File: config.mk
export PLATFORM = sky130hd
export DESIGN_NAME = flopr_pipe
export DESIGN_NICKNAME = d
export VERILOG_FILES = /design/src/rtl/flopr_pipe.sv
export SDC_FILE = /design/constraint.sdc
export NUM_CORES = 1
export LEC_CHECK = 0
export BUFFER_PORTS_ARGS = -buffer_cell sky130_fd_sc_hd__clkbuf_2
export CAP_MARGIN = 20
export CORE_MARGIN = 5
export CORE_UTILIZATION = 35
export CTS_CLUSTER_DIAMETER = 50
export DETAILED_ROUTE_END_ITERATION = 10
export PLACE_DENSITY = 0.59
export SYNTH_ARGS = -nofsm -noshare
export SYNTH_HDL_FRONTEND = slang
export SYNTH_SLANG_ARGS = --single-unit
export TNS_END_PERCENT = 100
File: constraint.sdc
create_clock -name clk -period 2.3 [get_ports clk]
set_input_delay 0.115 -clock clk [delete_from_list [all_inputs] [get_ports clk]]
set_output_delay 0.115 -clock clk [all_outputs]
set_load 0.005 [all_outputs]
File: src/rtl/flopr_pipe.sv
// flopr_pipe: STAGES-deep valid/ready register chain, N bits wide; STAGES cycles latency, bubbles collapse, ready passes through combinationally.
// Optional FLOPR_PIPE_OCC_EN adds a registered occupancy count; flush clears all valid bits synchronously.
module flopr_pipe #(
   parameter int N      = 64,
   parameter int STAGES = 3
) (
   input  logic         clk,
   input  logic         reset,
   input  logic         flush,
   input  logic         in_valid,
   output logic         in_ready,
   input  logic [N-1:0] in_data,
   output logic         out_valid,
   input  logic         out_ready,
   output logic [N-1:0] out_data
`ifdef FLOPR_PIPE_OCC_EN
   ,
   output logic [$clog2(STAGES+1)-1:0] occupancy
`endif
);

   logic [STAGES-1:0] valid;
   logic [N-1:0]      data [STAGES];
   logic [STAGES-1:0] rdy;
   logic [STAGES-1:0] up_valid;
   logic [N-1:0]      up_data [STAGES];

   // rdy[i] is high unless every stage from i to the output is full and the
   // sink is stalled; built from valid directly to keep the chain acyclic.
   always_comb begin
      logic full_acc;
      full_acc = 1'b1;
      rdy      = '0;
      for (int i = STAGES - 1; i >= 0; i--) begin
         full_acc = full_acc & valid[i];
         rdy[i]   = !full_acc || out_ready;
      end
   end

   always_comb begin
      up_valid[0] = in_valid;
      up_data[0]  = in_data;
      for (int i = 1; i < STAGES; i++) begin
         up_valid[i] = valid[i-1];
         up_data[i]  = data[i-1];
      end
   end

   assign in_ready  = rdy[0] && !flush;
   assign out_valid = valid[STAGES-1];
   assign out_data  = data[STAGES-1];

   always_ff @(posedge clk or negedge reset) begin
      if (!reset) begin
         valid <= '0;
         for (int i = 0; i < STAGES; i++) data[i] <= '0;
      end else if (flush) begin
         valid <= '0;
      end else begin
         for (int i = 0; i < STAGES; i++) begin
            if (rdy[i]) begin
               valid[i] <= up_valid[i];
               // Data only moves with a valid word, so bubbles cause no toggling.
               if (up_valid[i]) data[i] <= up_data[i];
            end
         end
      end
   end

`ifdef FLOPR_PIPE_OCC_EN
   logic [$clog2(STAGES+1)-1:0] occ;
   logic                        in_xfer;
   logic                        out_xfer;

   assign in_xfer   = in_valid && in_ready;
   assign out_xfer  = out_valid && out_ready;
   assign occupancy = occ;

   always_ff @(posedge clk or negedge reset) begin
      if (!reset)                      occ <= '0;
      else if (flush)                  occ <= '0;
      else if (in_xfer && !out_xfer)   occ <= occ + 1'b1;
      else if (out_xfer && !in_xfer)   occ <= occ - 1'b1;
   end

   occ_matches_valid: assert property (@(posedge clk) disable iff (!reset)
      32'(occ) == $countones(valid));
`endif

endmodule

* Word level (Yosys, flattened, before mapping)
Cells that the tools add are included.
** Operators by class
- $add $sub $neg :: 0
- Multipliers :: 0
- Div/mod/pow operators :: 0
- Magnitude comparators :: 0
- Equal/unequal tests :: 0
- Shift-type cells :: 0
- Multiplexer cells :: 4
- Bitwise gates (word level) :: 3
- Reductions and logical operators :: 14
** Operator list (count)
- $reduce_and 3->1 :: 3
- $reduce_bool 2->1 :: 3
- $logic_not 1->1 :: 4
- $logic_or 1x1->1 :: 3
- $mux 1 :: 3
- $mux 3 :: 1
- $and 1x1->1 :: 2
- $logic_and 1x1->1 :: 1
- $not 1->1 :: 1
** Word-level totals
- Register bits after elaboration :: 195
- Bits in latches :: 0
- Bits in writable memories :: 0
- Bits in read-only memories :: 0
- Input bits :: 69
- Output and inout port bits :: 66
- Logic and storage cells :: 27
- Memories kept :: 0

* Longest topological paths before layout
- Depth after elaboration :: 6
- Depth in mapped cells :: 5
- Mapped depth without buffers :: 3

* Worst setup path before layout
Ideal clock, no wire load.
- Path type :: reg2reg
- Start :: register valid[2]
- End :: register data[128] (netlist bit)
- Setup time :: 125 ps
- Arrival time :: 1574 ps
- Required time :: 2175 ps
- Path slack :: 601 ps
- Stages on the path, launching flop included :: 6
- Buffers on the path :: 2
- Clock period less this slack :: 1699 ps
- Path through :: dfrtp_1 > and4b_1 > or3b_1 > buf_2 > buf_6 > mux2_4
** Between the ends
- Cells in the longest elaborated chain, start to end :: 5
** Ends and longest elaborated chain
- start, declared :: line 22 : logic [STAGES-1:0] valid;
- start signal, assigned by index :: line 62 : valid[i] <= up_valid[i];
- $and 1x1->1 (2 in series) :: line 35 : full_acc = full_acc & valid[i];
- $logic_not 1->1 :: line 36 : rdy[i] = !full_acc || out_ready;
- $logic_or 1x1->1 :: line 36
- $reduce_and 3->1 (no line)
- end signal, assigned by index :: line 64 : if (up_valid[i]) data[i] <= up_data[i];
- end, declared :: line 23 : logic [N-1:0] data [STAGES];
No other way between the ends.
A chain may end at the register's enable or synchronous reset.

* Worst setup path in the final report
- Start :: register valid[1]
- End :: register data[173] (netlist bit)
Same word-level chain as after synthesis.

==> results.yml <==
setup_path:
  crit_buf_inv: 1
  critPathKind: "reg -> reg"
  rrSetupSlack_ns: 0.34
  crit_chain: "and4b_1 > or3b_4 > buf_4 > mux2_2"
  r2r-start: "valid[1]$_DFFE_PN0P_"
  end_kind: "register"
  crit_required_ns: 2.60
  crit_arrival_ns: 2.26
  critPathMaxStageDelay_ns: 0.57
  cp-startpoint: "valid[1]$_DFFE_PN0P_"
  critPathTopFamily: "buffers and inverters"
  cp_max_fo: 36
  start_kind: "register"
  critPathSlowestCell: "buf_4"
clocking:
  clk_pin_slew_ns: 0.07
  worstSkewPairLatency_ns: 0.42
  cts_max_path_buffers: 2
  ctsHoldBuffers: 67
  root_buffer: "clkbuf_16"
  cts.repair.resized: 0
  cts.sinks: 195
  cts_buffers: 17
  htree_levels: 4
  cts_tree: "done"
  cts_setup_buffers: 0
worst_hold_path:
  min_from: "out_ready"
  hold_path_class: "in -> reg"
grt:
  grt_remaining_overflow: 0
  grt_max_degree: 85
  grt_util_all_layers: 0.119
  grt_pass1_wl_um: 24500
  antenna_found_initial: 1
  grt_pass1_vias: 4630
power:
  irDropWorstVdd_mv: 0.407
  clockPowerShare: 0.311
  power_frac_seq: 0.495
  power.density_mw_per_mm2: 1010
  power_frac_comb: 0.194
  p_sw_w: 0.00252
  p_leak_nw: 4.72
  swShare: 0.256
  internal_power_w: 0.00735
detailed_routing:
  vias: 4166
  drtIter0Drc: 139
  antenna_left: 0
  wirelength_um: 14500
  drc: 0
  viasPerCell: 4.49
  drt-pass1-iter-count: 4
  routedWlPerCell_um: 15.6
synth:
  synthTopCellsByArea: "dfrtp_1, mux2_2, mux2_4"
  yosysTopAreaCellShare: 0.610
  ys.flop_type: "dfrtp_1"
  ys_seq_elements: 195
  syn_area_mm2: 0.00800
  synth_top_cells_by_count: "dfrtp_1, mux2_2, buf_4"
  synth_most_common_cell: "dfrtp_1"
  synth_nets: 554
  synth_edf_count: 0
  synth_cell_type_count: 14
  synth.avg_cell_area_um2: 16.5
  synth_top_area_cell: "dfrtp_1"
  synth_warnings: 0
  async_flop_share: 1.00
  synthCells: 485
  ys_seq_area_frac: 0.610
sta:
  rsz0062_at_grt: "false"
  maxSlewViolCount: 0
  fin_ws_ns: 0.342
  slew_headroom: 0.514
  finalSetupTns_ns: 0
  finalCritPeriodShare: 0.851
  setup_viol: 0
  fin_skew_ns: 0.00988
  max_freq_mhz: 511
  tightest_slew_ns: 0.728
  min_period_ns: 1.96
  report.final.hold_viol_count: 0
placed_design:
  placed_area_mm2: 0.00853
  place_congestion: 0.721
  place.port_buffers: 134
  hpwl_um: 9410
  dp_worst_setup_slack_ns: 0.338
floorplanning:
  io_pins: 135
  die_h_um: 161
  core_mm2: 0.0226
  die_w_um: 161
  rows: 55
  start_util: 0.355
  dieArea_mm2: 0.0260
cells_and_area:
  drive_gt1_frac: 0.576
  design_area_mm2: 0.00982
  fin_nets: 698
  area_growth_pct: 22.7
outcome:
  status: "complete, no violations"
job:
  maxCapViolCount: 0
-- cells in the final DEF, fill, tap and decap left out --
| master | count |
|---|---|
| inv_1 | 1 |
| clkbuf_2 | 133 |
| buf_12 | 6 |
| nor2b_1 | 1 |
| clkbuf_16 | 17 |
| clkinv_4 | 4 |
| nor2_1 | 6 |
| dfrtp_1 | 195 |
| inv_8 | 3 |
| or3b_4 | 2 |
| clkbuf_8 | 3 |
| inv_6 | 3 |
| mux2_4 | 60 |
| diode_2 | 1 |
| bufinv_16 | 2 |
| a21oi_1 | 1 |
| mux2_2 | 132 |
| and4b_1 | 1 |
| buf_4 | 3 |
| clkinvlp_4 | 1 |
| dlygate4sd3_1 | 67 |
| a211o_4 | 1 |
-- state kept, by name, summed over array words and instances, names as in the netlist --
name / flops
data: 128
out_data: 64
valid: 3
-- power by group through the flow --
stage          sequential [W]  clock (W)  combinational, W
4_1_cts               0.00490    0.00320           0.00197
2_1_floorplan         0.00477          0           0.00177
6_report              0.00489    0.00307           0.00192
3_5_place_dp          0.00497          0           0.00187
5_1_grt               0.00502    0.00333           0.00212
3_3_place_gp          0.00491          0           0.00181
-- cells by family (layout without fill, tap and decap cells) --
logic type | Yosys count | after routing | synth area share
DFF | 195 | 195 | 0.610
muxes | 192 | 192 | 0.298
buffers and inverters | 86 | 243 | 0.0833
and+or+nand+nor | 10 | 10 | 0.00704
AOI/OAI and AO/OA | 2 | 2 | 0.00172
other | 0 | 1 | 0
-- per-layer routing --
| layer | part of all wire | track usage | vias up |
|---|---|---|---|
| li1 | - | - | 1904 |
| met5 | 0 | 0 | - |
| met2 | 0.47 | 0.187 | 93 |
| met4 | 0.0047 | 0.0318 | 0 |
| met3 | 0.044 | 0.0339 | 4 |
| met1 | 0.48 | 0.162 | 2165 |
-- worst paths after layout --
kind / end / cells after the start
setup / recovery: data[173]$_DFFE_PN0P_ / 4
hold / removal: valid[2]$_DFFE_PN0P_ / 4
setup reg to reg: data[173]$_DFFE_PN0P_ / 4
hold reg to reg: out_data[23]$_DFFE_PN0P_ / 1
max in group asynchronous: data[175]$_DFFE_PN0P_ / 3
min in group asynchronous: data[159]$_DFFE_PN0P_ / 2
-- tightest hold or removal path, stage by stage --
cell      delay, ns
clkbuf_2       0.10
nor2b_1        0.08
nor2_1         0.10
nor2_1         0.05
-- metrics by stage --
stage | instances | util | hold slack (ns) | total power, W
after global placement | 828 | 0.378 | 0.209 | 0.00672
after floorplan | 485 | - | -0.181 | 0.00653
after CTS | 927 | 0.435 | 0.0393 | 0.0101
after global routing | 928 | 0.435 | 0.0680 | 0.0105
after detailed placement | 828 | 0.378 | 0.221 | 0.00684
final | 928 | 0.435 | 0.0684 | 0.00987
-- area by class of cell --
class	count	area, µm²
fill	2044	12700
sequential	195	4880
multi-input combinational	204	2470
timing repair buffer	210	1490
clock buffer	19	453
tap	285	357
clock inverter	13	163
inverter	1	3.75
antenna	1	2.50
(Power assumes the default switching activity.)
